==> src/rtl/muldiv_pkg.sv <==
// ============================================================================
//  Module      : muldiv_pkg
//  Description : Shared types, constants and opcode helpers for the RV32M
//                iterative multiply/divide unit.
//  Revision    : 1.0 - initial release
// ============================================================================
`default_nettype none

package muldiv_pkg;

    // Constants are held at the widest supported datapath and sliced per instance
    localparam int          MULDIV_MAX_WIDTH = 64;
    localparam logic [63:0] DIV0_QUOTIENT    = 64'hFFFF_FFFF_FFFF_FFFF;
    localparam logic [63:0] MOST_NEGATIVE    = 64'h8000_0000_0000_0000;

    typedef enum logic [2:0] {
        OP_MUL    = 3'b000,
        OP_MULH   = 3'b001,
        OP_MULHSU = 3'b010,
        OP_MULHU  = 3'b011,
        OP_DIV    = 3'b100,
        OP_DIVU   = 3'b101,
        OP_REM    = 3'b110,
        OP_REMU   = 3'b111
    } muldiv_op_t;

    typedef enum logic [1:0] {
        ST_IDLE = 2'd0,
        ST_CALC = 2'd1,
        ST_DONE = 2'd2
    } muldiv_state_t;

    function automatic logic is_div(input muldiv_op_t op);
        return op inside {OP_DIV, OP_DIVU, OP_REM, OP_REMU};
    endfunction

    function automatic logic is_signed_a(input muldiv_op_t op);
        return op inside {OP_MULH, OP_MULHSU, OP_DIV, OP_REM};
    endfunction

    function automatic logic is_signed_b(input muldiv_op_t op);
        return op inside {OP_MULH, OP_DIV, OP_REM};
    endfunction

endpackage

`default_nettype wire

==> src/rtl/muldiv_step.sv <==
// ============================================================================
//  Module      : muldiv_step
//  Description : One radix-2 iteration: shift-add multiply or restoring
//                subtract-shift divide on unsigned magnitudes.
//  Revision    : 1.0 - initial release
// ============================================================================
`default_nettype none

module muldiv_step #(
    parameter int DATA_WIDTH = 32
) (
    input  logic                      i_mode,
    input  logic [2*DATA_WIDTH-1:0]   i_acc,
    input  logic [DATA_WIDTH-1:0]     i_operand,
    output logic [2*DATA_WIDTH-1:0]   o_acc,
    output logic                      o_quot_bit
);

    logic [DATA_WIDTH:0] w_mul_sum;
    logic [DATA_WIDTH:0] w_rem_shift;
    logic [DATA_WIDTH:0] w_diff;

    // Multiply: acc = {partial product, remaining multiplier bits}.
    // Divide:   acc = {partial remainder, dividend bits shifting into quotient}.
    always_comb begin
        w_mul_sum   = {1'b0, i_acc[2*DATA_WIDTH-1:DATA_WIDTH]}
                    + (i_acc[0] ? {1'b0, i_operand} : {(DATA_WIDTH+1){1'b0}});
        w_rem_shift = i_acc[2*DATA_WIDTH-1:DATA_WIDTH-1];
        w_diff      = w_rem_shift - {1'b0, i_operand};
        o_quot_bit  = 1'b0;
        o_acc       = '0;
        if (i_mode) begin
            o_quot_bit = ~w_diff[DATA_WIDTH];
            o_acc      = {(o_quot_bit ? w_diff[DATA_WIDTH-1:0] : w_rem_shift[DATA_WIDTH-1:0]),
                          i_acc[DATA_WIDTH-2:0], 1'b0};
        end else begin
            o_acc      = {w_mul_sum, i_acc[DATA_WIDTH-1:1]};
        end
    end

endmodule

`default_nettype wire

==> src/rtl/muldiv_unit.sv <==
// ============================================================================
//  Module      : muldiv_unit
//  Description : Iterative RV32M multiply/divide unit with valid/ready on both
//                sides. Define MULDIV_FAST_MUL_EN for single-cycle multiplies.
//  Revision    : 1.0 - initial release
// ============================================================================
`default_nettype none

module muldiv_unit
    import muldiv_pkg::*;
#(
    parameter int DATA_WIDTH    = 32,
    parameter int OPCODE_LENGTH = 3
) (
    input  logic                     clk,
    input  logic                     rst_n,
    input  logic                     in_valid,
    output logic                     in_ready,
    input  logic [DATA_WIDTH-1:0]    SrcA,
    input  logic [DATA_WIDTH-1:0]    SrcB,
    input  logic [OPCODE_LENGTH-1:0] Operation,
    output logic                     out_valid,
    input  logic                     out_ready,
    output logic [DATA_WIDTH-1:0]    Result,
    output logic                     busy
);

    localparam int                          c_cnt_w        = $clog2(DATA_WIDTH);
    localparam logic [c_cnt_w-1:0]          c_cnt_init     = c_cnt_w'(DATA_WIDTH - 1);
    localparam logic [DATA_WIDTH-1:0]       c_div0_q       = DIV0_QUOTIENT[DATA_WIDTH-1:0];
    localparam logic [MULDIV_MAX_WIDTH-1:0] c_most_neg_all = MOST_NEGATIVE >> (MULDIV_MAX_WIDTH - DATA_WIDTH);
    localparam logic [DATA_WIDTH-1:0]       c_most_neg     = c_most_neg_all[DATA_WIDTH-1:0];
    localparam logic [DATA_WIDTH-1:0]       c_minus_one    = '1;

    muldiv_state_t             r_state, w_state_next;
    muldiv_op_t                r_op, w_op;
    logic [c_cnt_w-1:0]        r_count;
    logic [2*DATA_WIDTH-1:0]   r_acc;
    logic [DATA_WIDTH-1:0]     r_operand;
    logic [DATA_WIDTH-1:0]     r_result;
    logic                      r_is_div;
    logic                      r_neg_result;
    logic                      r_neg_rem;

    logic                      w_sign_a, w_sign_b, w_is_rem, w_div0, w_ovf, w_fast;
    logic [DATA_WIDTH-1:0]     w_mag_a, w_mag_b, w_fast_result, w_final_result;
    logic [DATA_WIDTH-1:0]     w_quot_mag, w_rem_mag;
    logic [2*DATA_WIDTH-1:0]   w_step_acc, w_acc_next, w_prod;
    logic                      w_step_qbit;

    assign w_op     = muldiv_op_t'(Operation[2:0]);
    assign w_sign_a = is_signed_a(w_op) & SrcA[DATA_WIDTH-1];
    assign w_sign_b = is_signed_b(w_op) & SrcB[DATA_WIDTH-1];
    assign w_mag_a  = w_sign_a ? (~SrcA + 1'b1) : SrcA;
    assign w_mag_b  = w_sign_b ? (~SrcB + 1'b1) : SrcB;
    assign w_is_rem = w_op inside {OP_REM, OP_REMU};
    assign w_div0   = is_div(w_op) && (SrcB == '0);
    assign w_ovf    = is_div(w_op) && is_signed_a(w_op) && (SrcA == c_most_neg) && (SrcB == c_minus_one);

`ifdef MULDIV_FAST_MUL_EN
    logic [2*DATA_WIDTH-1:0]   w_ext_a, w_ext_b, w_fast_prod;
    assign w_ext_a     = {{DATA_WIDTH{w_sign_a}}, SrcA};
    assign w_ext_b     = {{DATA_WIDTH{w_sign_b}}, SrcB};
    // Low 2W bits of the sign-extended product equal the true signed product
    assign w_fast_prod = w_ext_a * w_ext_b;
`endif

    always_comb begin
        w_fast        = 1'b0;
        w_fast_result = '0;
        if (w_div0) begin
            w_fast        = 1'b1;
            w_fast_result = w_is_rem ? SrcA : c_div0_q;
        end else if (w_ovf) begin
            w_fast        = 1'b1;
            w_fast_result = w_is_rem ? '0 : c_most_neg;
        end
`ifdef MULDIV_FAST_MUL_EN
        else if (!is_div(w_op)) begin
            w_fast        = 1'b1;
            w_fast_result = (w_op == OP_MUL) ? w_fast_prod[DATA_WIDTH-1:0]
                                             : w_fast_prod[2*DATA_WIDTH-1:DATA_WIDTH];
        end
`endif
    end

    muldiv_step #(
        .DATA_WIDTH (DATA_WIDTH)
    ) u_step (
        .i_mode     (r_is_div),
        .i_acc      (r_acc),
        .i_operand  (r_operand),
        .o_acc      (w_step_acc),
        .o_quot_bit (w_step_qbit)
    );

    assign w_acc_next = {w_step_acc[2*DATA_WIDTH-1:1], r_is_div ? w_step_qbit : w_step_acc[0]};

    // Sign fix-up applied to the value the final iteration produces
    always_comb begin
        w_prod     = r_neg_result ? (~w_acc_next + 1'b1) : w_acc_next;
        w_quot_mag = w_acc_next[DATA_WIDTH-1:0];
        w_rem_mag  = w_acc_next[2*DATA_WIDTH-1:DATA_WIDTH];
        case (r_op)
            OP_MUL:                      w_final_result = w_prod[DATA_WIDTH-1:0];
            OP_MULH, OP_MULHSU, OP_MULHU: w_final_result = w_prod[2*DATA_WIDTH-1:DATA_WIDTH];
            OP_DIV, OP_DIVU:             w_final_result = r_neg_result ? (~w_quot_mag + 1'b1) : w_quot_mag;
            default:                     w_final_result = r_neg_rem ? (~w_rem_mag + 1'b1) : w_rem_mag;
        endcase
    end

    always_ff @(posedge clk or negedge rst_n) begin
        if (!rst_n) begin
            r_state <= ST_IDLE;
        end else begin
            r_state <= w_state_next;
        end
    end

    always_comb begin
        w_state_next = r_state;
        in_ready     = 1'b0;
        out_valid    = 1'b0;
        busy         = 1'b0;
        case (r_state)
            ST_IDLE: begin
                in_ready = 1'b1;
                if (in_valid) begin
                    w_state_next = w_fast ? ST_DONE : ST_CALC;
                end
            end
            ST_CALC: begin
                busy = 1'b1;
                if (r_count == '0) begin
                    w_state_next = ST_DONE;
                end
            end
            ST_DONE: begin
                busy      = 1'b1;
                out_valid = 1'b1;
                if (out_ready) begin
                    w_state_next = ST_IDLE;
                end
            end
            default: w_state_next = ST_IDLE;
        endcase
    end

    always_ff @(posedge clk or negedge rst_n) begin
        if (!rst_n) begin
            r_op         <= OP_MUL;
            r_count      <= '0;
            r_acc        <= '0;
            r_operand    <= '0;
            r_result     <= '0;
            r_is_div     <= 1'b0;
            r_neg_result <= 1'b0;
            r_neg_rem    <= 1'b0;
        end else begin
            case (r_state)
                ST_IDLE: begin
                    if (in_valid) begin
                        r_op         <= w_op;
                        r_is_div     <= is_div(w_op);
                        r_neg_result <= w_sign_a ^ w_sign_b;
                        r_neg_rem    <= w_sign_a;
                        r_count      <= c_cnt_init;
                        // Divide iterates the dividend through acc; multiply iterates the multiplier
                        if (is_div(w_op)) begin
                            r_acc     <= {{DATA_WIDTH{1'b0}}, w_mag_a};
                            r_operand <= w_mag_b;
                        end else begin
                            r_acc     <= {{DATA_WIDTH{1'b0}}, w_mag_b};
                            r_operand <= w_mag_a;
                        end
                        if (w_fast) begin
                            r_result <= w_fast_result;
                        end
                    end
                end
                ST_CALC: begin
                    r_acc   <= w_acc_next;
                    r_count <= r_count - 1'b1;
                    if (r_count == '0) begin
                        r_result <= w_final_result;
                    end
                end
                default: ;
            endcase
        end
    end

    assign Result = r_result;

endmodule

`default_nettype wire

==> config.mk <==
export PLATFORM = sky130hd
export DESIGN_NAME = muldiv_unit
export DESIGN_NICKNAME = d
export VERILOG_FILES = /design/src/rtl/muldiv_pkg.sv /design/src/rtl/muldiv_step.sv /design/src/rtl/muldiv_unit.sv
export SDC_FILE = /design/constraint.sdc
export NUM_CORES = 1
export LEC_CHECK = 0
export BUFFER_PORTS_ARGS = -buffer_cell sky130_fd_sc_hd__buf_4
export CORE_MARGIN = 1.5
export CORE_UTILIZATION = 50
export CTS_CLUSTER_SIZE = 25
export DETAILED_ROUTE_END_ITERATION = 8
export MAX_ROUTING_LAYER = met4
export PLACE_DENSITY = 0.77
export SKIP_LAST_GASP = 1
export SYNTH_ARGS = -nofsm -noshare
export SYNTH_HDL_FRONTEND = slang
export SYNTH_SLANG_ARGS = --single-unit
==> constraint.sdc <==
create_clock -name clk -period 14.8 [get_ports clk]
set_clock_uncertainty 0.15 [all_clocks]
set_input_delay 0.74 -clock clk [delete_from_list [all_inputs] [get_ports clk]]
set_output_delay 0.74 -clock clk [all_outputs]
set_load 0.01 [all_outputs]
==> flow_summary_export.csv, run 1 <==
group,metric,value,unit
place,gp_congestion,1.064,
worst_setup_path,critPathMaxFanout,19,
clock_tree,cts_tree,"built",
synthesis,synth_top_family_by_area,"compound AO/OA/AOI/OAI gates",
worst_setup_path,critPathCaptureType,"flop",
worst_setup_path,critPathKind,"flop to flop",
clock_tree,clockBufferDepth,2,
place,pre_cts_slack,8.276,ns
clock_tree,cts_root_buffer,"clkbuf_16",
finish,antennaDiodeCount,0,
detailed_routing,drtIter0Drc,2248,
clock_tree,cts.sinks,141,
timing,rsz0062_at_grt,"false",
grt,grt.total_usage,38.66,%
clock_tree,postCtsSetupRepairBufs,0,
clock_tree,cts-resized-gates,0,
synthesis,syn_nets,2342,
grt,grt-ovfl-total,0,
worst_setup_path,cp_cell_sequence,"inv_1 -> ha_1 -> inv_1 -> fa_1 -> a211oi_1 -> nor4_2 -> o21ai_1 -> a21bo_2 -> nand3_4 -> a31oi_2 -> ha_1 -> nand3_1 -> or4_1 -> nor2_2 -> nand4_1 -> nor3_1 -> nand3_1 -> o41ai_1 -> xor2_1 -> a22oi_1 -> a21oi_1",
synthesis,synth_edf_count,0,
power,p_sw,2.639,mW
synthesis,yosysSeqAreaShare,21.98,%
detailed_routing,ant_nets,0,
finish,multi_input_area,11630,µm²
clock_tree,cts_hold_buf,0,
synthesis,synthCells,2195,
power,leakagePower,7.104,nW
worst_setup_path,r2r_start,"r_acc[31]",
synthesis,synth_cell_types,97,
place,port_buffers,105,
power,powerDensity,263.4,nW/µm²
worst_setup_path,critPathSlowestCell,"nor3_1",
synthesis,yosysWarnings,0,
timing,slew_headroom,23.97,%
timing,finalCriticalPeriod,6.601,ns
power,power.internal,1.969,mW
detailed_routing,dr.pass1.iters,6,
worst_setup_path,worstSetupStartpointType,"flop",
die,die_h,182.2,µm
die,start_util,50.87,%
synthesis,synth_xor_xnor_area_share,10.31,%
finish,nets,2341,
synthesis,synth_compound_area_share,30.81,%
clock_tree,clk_latency,0.46,ns
timing,min_period_over_period,44.60,%
synthesis,ys_top_cells_by_count,"227 x o21ai_0, 224 x nor2_1, 221 x a21oi_1",
grt,antenna_found_initial,0,
grt,grt_max_degree,89,
worst_setup_path,crit_start,"r_acc[31]",
die,io_pins,106,
power,seqPwrFrac,16.5,%
power,p_clk_share,9.5,%
synthesis,postSynthAreaPerCell,7.313,µm²
job,maxCapViolations,0,
timing,setup_tns,0,ns
finish,stdcell_area,17490,µm²
grt,grt_pass1_vias,15980,
detailed_routing,wire_per_inst,24.15,µm
detailed_routing,vias,17610,
clock_tree,clkTransAtPathRegs,0.07,ns
synthesis,synth_top_area_cell,"dfrtp_1",
die,die-area,33190,µm²
synthesis,muxShareOfSynthArea,3.811,%
die,rows,65,
synthesis,synthesis.area,16050,µm²
die,core_region_area,31560,µm²
finish,seq_area,3532,µm²
synthesis,synthArstFlopShare,100.0,%
synthesis,yosys.area_share.adder,6.017,%
power,netSwitchingFraction,57.27,%
timing,setup_viol,0,
synthesis,synth.ff_latch_count,141,
worst_setup_path,worstPathArrival,6.84,ns
place,dpl_cell_area,16920,µm²
power,pwr-share-comb,74.0,%
detailed_routing,avgViaCountPerCell,6.748,
timing,tightestPinTransition,1.140,ns
finish,syn2layout_area_growth,8.979,%
worst_setup_path,worst_path_largest_cell_delay,0.72,ns
detailed_routing,drc,0,
die,die_w,182.2,µm
detailed_routing,routed_wirelength,63.00,mm
grt,grt_first_pass_wirelength,95.60,mm
clock_tree,numCtsBuffers,17,
place,dp_hpwl,48.37,mm
synthesis,synth_flop_cell,"dfrtp_1",
worst_setup_path,path_depth,21,
timing,finalHoldViolations,0,
worst_hold_path,min_path_type,"input pin to asynchronous set/reset pin",
synthesis,yosys.area_share.simple,21.40,%
worst_setup_path,worst-r2r-cell-count,21,
finish,filler_cell_count,3060,
clock_tree,htreeDepth,4,
worst_setup_path,critPathBufInv,2,
timing,max_freq,0.1515,GHz
power,peakVddDrop,112.3,µV
finish,drive_gt1_share,10.42,%
timing,drv_slew,0,
timing,setup_slack,8.199,ns
worst_setup_path,crit_required,15.04,ns
synthesis,yosysMostFrequentCell,"o21ai_0",
synthesis,synth_area_leaders,"dfrtp_1 22%, o21ai_0 7.1%, a21oi_1 6.9%",
timing,hold_ws,0.1468,ns
power,power,4.608,mW
synthesis,synth_top_area_share,21.98,%
outcome,status,"complete, no violations",
worst_setup_path,path_delay_family,"simple AND/OR/NAND/NOR gates",
[power by group through the flow]
| stage | combinational (mW) | sequential [mW] | clock [mW] |
|---|---|---|---|
| after floorplan | 2.39 | 0.674 | 0 |
| after global placement | 3.26 | 0.744 | 0 |
| after detailed placement | 3.28 | 0.750 | 0 |
| after CTS | 3.31 | 0.745 | 0.439 |
| after global routing | 3.66 | 0.773 | 0.454 |
| final | 3.41 | 0.758 | 0.439 |
[registers in the layout (all words and copies together) (netlist names)]
register and count:
Result 32, r_acc 64, r_count 5, r_is_div 1, r_neg_rem 1, r_neg_result 1
r_op 3, r_operand 32, r_state 2
[stage by stage]
| stage | util, % | instances |
|---|---|---|
| finish | 55.44 | 2609 |
| global route | 55.44 | 2609 |
| CTS | 55.44 | 2609 |
| detailed placement | 53.60 | 2577 |
| global placement | 53.60 | 2577 |
| floorplan | - | 2195 |
[cells in the final DEF (no fill, tap or decap), types with 24 or more instances in the layout]
cell type / Yosys / routed
ha_1: 74 / 73
a211oi_1: 24 / 24
nand4_1: 35 / 35
a21oi_1: 221 / 221
xnor2_1: 105 / 105
nor2_1: 224 / 223
a31oi_1: 47 / 47
inv_1: 71 / 71
o31ai_1: 30 / 30
mux2i_1: 42 / 42
a21o_1: 31 / 31
nand2_1: 217 / 216
buf_4: 5 / 129
dfrtp_1: 141 / 140
nor3_1: 44 / 44
o21ai_0: 227 / 227
xor2_1: 84 / 84
nand3_1: 51 / 51
and2_1: 46 / 46
[final cells by class]
class / count / area share [%]
Sequential cell: 141 / 20.19
Clock buffer: 17 / 2.432
Timing Repair Buffer: 130 / 5.600
Multi-Input combinational cell: 1833 / 66.50
Inverter: 71 / 1.523
Clock inverter: 15 / 0.8797
Tap cell: 402 / 2.875
[path summary, 6_finish.rpt]
path                              end  slack [ns]
min reg2reg                Result[23]        0.35
min in group clk           Result[23]        0.35
max in group asynchronous  Result[22]       12.85
max reg2reg                Result[28]        8.20
min                        r_count[0]        0.15
max                        Result[28]        8.20
[worst register-to-register path, delay by kind of cell, from the launching register on]
kind                       cells  cell delay, ns
DFF                            1            0.39
adders and majority gates      3            0.86
AOI/OAI and AO/OA              7            2.26
xor gates and xnor gates       1            0.18
and+or+nand+nor                8            2.55
buffers and inverters          2            0.14
[metal layers]
layer	up-vias	share of wire (%)	track usage, %
met5	-	0	-
met4	0	6.0	21.39
met3	197	9.6	6.685
met2	1046	45	58.93
met1	8353	40	48.69
li1	8009	-	-
[logic make-up after synthesis]
kind of cell	after synthesis
xor gates and xnor gates	189
adders and majority gates	76
buffers and inverters	221
and+or+nand+nor	719
DFF	141
muxes	59
AOI/OAI and AO/OA	790
(Power assumes the default switching activity.)
==> run 2: changes to the inputs <==
--- a/config.mk
+++ b/config.mk
@@ -5,13 +5,14 @@
 export SDC_FILE = /design/constraint.sdc
 export NUM_CORES = 1
 export LEC_CHECK = 0
+export ABC_AREA = 1
 export BUFFER_PORTS_ARGS = -buffer_cell sky130_fd_sc_hd__buf_4
 export CORE_MARGIN = 1.5
 export CORE_UTILIZATION = 50
 export CTS_CLUSTER_SIZE = 25
 export DETAILED_ROUTE_END_ITERATION = 8
 export MAX_ROUTING_LAYER = met4
-export PLACE_DENSITY = 0.77
+export PLACE_DENSITY = 0.79
 export SKIP_LAST_GASP = 1
 export SYNTH_ARGS = -nofsm -noshare
 export SYNTH_HDL_FRONTEND = slang
==> constraint.sdc (replaced) <==
create_clock -name clk -period 5.9 [get_ports clk]
set_clock_uncertainty 0.15 [all_clocks]
set_input_delay 0.295 -clock clk [delete_from_list [all_inputs] [get_ports clk]]
set_output_delay 0.295 -clock clk [all_outputs]
set_load 0.01 [all_outputs]
==> run 2 against run 1 <==
Against the previous run: critical path depth grew 12; synthesized cell count grew 45%; cell count grew 42%; design area grew 14%; flip-flop and latch count is the same; wire length grew 33%; fmax grew 29%; non-clock buffer count grew 2; register-to-register slack lost 7.4 ns; utilization grew 0.35 points; critical path type unchanged; critical endpoint is now Result[20]; highest routed layer unchanged.
==> flow_summary_export.csv, run 2 <==
group,metric,value,unit
outcome,status,"complete, no violations",
place,port_buffers,105,
synthesis,synth_top_area_share,20.49,%
die,die-area,37830,µm²
clock_tree,postCtsSetupRepairBufs,0,
clock_tree,clockBufferDepth,2,
worst_setup_path,critPathSlowestCell,"fa_1",
worst_setup_path,cp_common_cell,"nand2_1",
die,rows,69,
synthesis,synth_edf_count,0,
synthesis,synth_flop_cell,"dfrtp_1",
synthesis,ys_top_cells_by_count,"1001 x nand2_1, 423 x inv_1, 320 x nor2_1",
detailed_routing,wl_met3,9.998,mm
timing,finalCriticalPeriod,5.129,ns
finish,nets,3374,
detailed_routing,ant_nets,0,
worst_setup_path,r2r_start,"r_acc[31]",
synthesis,synthArstFlopShare,100.0,%
worst_setup_path,crit_required,6.11,ns
grt,antenna_found_initial,3,
clock_tree,cts.sinks,141,
timing,finalHoldViolations,0,
timing,setup_viol,0,
worst_setup_path,worstSetupStartpointType,"flop",
grt,grt_first_pass_wirelength,124.8,mm
place,dp_hpwl,67.28,mm
detailed_routing,drc,0,
finish,filler_cell_count,3817,
finish,drive_gt1_share,9.660,%
worst_setup_path,critPathKind,"flop to flop",
clock_tree,cts_root_buffer,"clkbuf_16",
synthesis,synth_cell_types,58,
die,die_w,194.5,µm
die,start_util,51.18,%
job,maxCapViolations,0,
detailed_routing,dr.pass1.iters,7,
worst_setup_path,critPathCaptureType,"flop",
worst_setup_path,critPathMaxFanout,11,
worst_setup_path,worst_path_largest_cell_delay,0.43,ns
detailed_routing,wl_met2,33.88,mm
finish,top_register,"r_acc",
grt,grt_pass1_vias,20070,
grt,grt-ovfl-total,0,
timing,rsz0062_at_grt,"false",
finish,mostFrequentLayoutCells,"1000 x nand2_1, 421 x inv_1, 319 x nor2_1",
die,die_h,194.5,µm
grt,grt_max_degree,64,
timing,slew_headroom,36.69,%
synthesis,synth.ff_latch_count,141,
timing,tightestPinTransition,0.9462,ns
synthesis,yosysWarnings,0,
timing,min_period_over_period,86.93,%
finish,final_common_cell,"nand2_1",
worst_setup_path,crit_start,"r_acc[31]",
clock_tree,htreeDepth,4,
place,gp_congestion,1.152,
die,core_region_area,35830,µm²
die,io_pins,106,
synthesis,synth_area_leaders,"nand2_1 20%, dfrtp_1 19%, inv_1 8.7%",
synthesis,synthesis.area,18340,µm²
detailed_routing,routed_wirelength,83.66,mm
detailed_routing,vias,22080,
worst_setup_path,worstPathArrival,5.34,ns
finish,syn2layout_area_growth,9.000,%
grt,grt.total_usage,45.56,%
synthesis,syn_nets,3333,
finish,largest_reg_flops,64,
detailed_routing,drtIter0Drc,3053,
clock_tree,clk_latency,0.47,ns
timing,setup_tns,0,ns
detailed_routing,wl_met1,33.38,mm
clock_tree,numCtsBuffers,17,
timing,drv_slew,0,
clock_tree,clkTransAtPathRegs,0.07,ns
synthesis,synth_top_area_cell,"nand2_1",
timing,max_freq,0.1950,GHz
synthesis,synthCells,3186,
worst_hold_path,hold_start,"out_ready",
detailed_routing,avgViaCountPerCell,5.960,
synthesis,yosysSeqAreaShare,19.24,%
worst_hold_path,min_path_type,"input pin to flop",
detailed_routing,top_layer_used,"met4",
clock_tree,cts_tree,"built",
detailed_routing,wire_per_inst,22.59,µm
synthesis,postSynthAreaPerCell,5.756,µm²
synthesis,yosysMostFrequentCell,"nand2_1",
[run 2: timing repair]
action	in CTS	in global routing
resized for setup	0	0
endpoints found under the hold margin	29	0
hold buffers	1	0
[run 2: cell type report]
class	count	area (µm²)	share of cell area [%]
Multi-Input combinational cell	2488	12620	63.16
Inverter	447	1678	8.394
Antenna cell	3	7.507	0.03756
Tap cell	461	576.8	2.886
Clock inverter	15	146.4	0.7324
Sequential cell	141	3533	17.68
Timing Repair Buffer	132	997.2	4.989
Clock buffer	17	425.4	2.128
[run 2: routing by layer]
layer	vias up	global-route usage, %
met1	9937	58.11
met3	294	10.76
li1	10380	-
met4	0	28.99
met5	-	-
met2	1465	64.42
[run 2: path summary, 6_finish.rpt]
check / to / slack [ns] / depth (start not counted)
max reg2reg: Result[20] / 0.77 / 33
min: r_state[1] / 0.04 / 3
min in group asynchronous: Result[26] / 0.12 / 2
max in group asynchronous: r_is_div / 4.19 / 3
min reg2reg: Result[31] / 0.33 / 2
max: Result[20] / 0.77 / 33
[run 2: worst max-delay path: cells and delay by family (launching register included)]
family	cells	cell delay, ns
AND/OR/NAND/NOR	26	3.35
flip-flops	1	0.38
AO/OA/AOI/OAI	1	0.10
adder cells (fa/ha/maj)	3	0.77
buffers and inverters	3	0.26
[run 2: cells by family (layout without fill, tap and decap cells)]
kind of cell	count (synthesis)	count (layout)	share of synthesized area, %
adder cells (fa/ha/maj)	76	76	5.267
AND/OR/NAND/NOR	1852	1852	44.18
XOR/XNOR	91	91	4.346
AO/OA/AOI/OAI	469	469	14.98
other	0	3	0
buffers and inverters	557	611	11.99
flip-flops	141	141	19.24
[run 2: through the flow]
step                hold slack [ns]  setup slack (ns)  utilization, %  instance area, µm²  instances
finish                      0.03815            0.7714           55.79               19990       3704
global route                0.06793            0.2583           55.79               19990       3704
CTS                         0.03272            0.9124           55.77               19980       3701
detailed placement          0.04915            0.9130           54.14               19400       3668
global placement            0.05179             1.108           54.14               19400       3668
floorplan                   -0.1506             1.765               -               18340       3186
Power of run 2 is left out: the tool's default activity adds up to more than one toggle a clock period on the data nets, which glitch-free logic cannot reach.
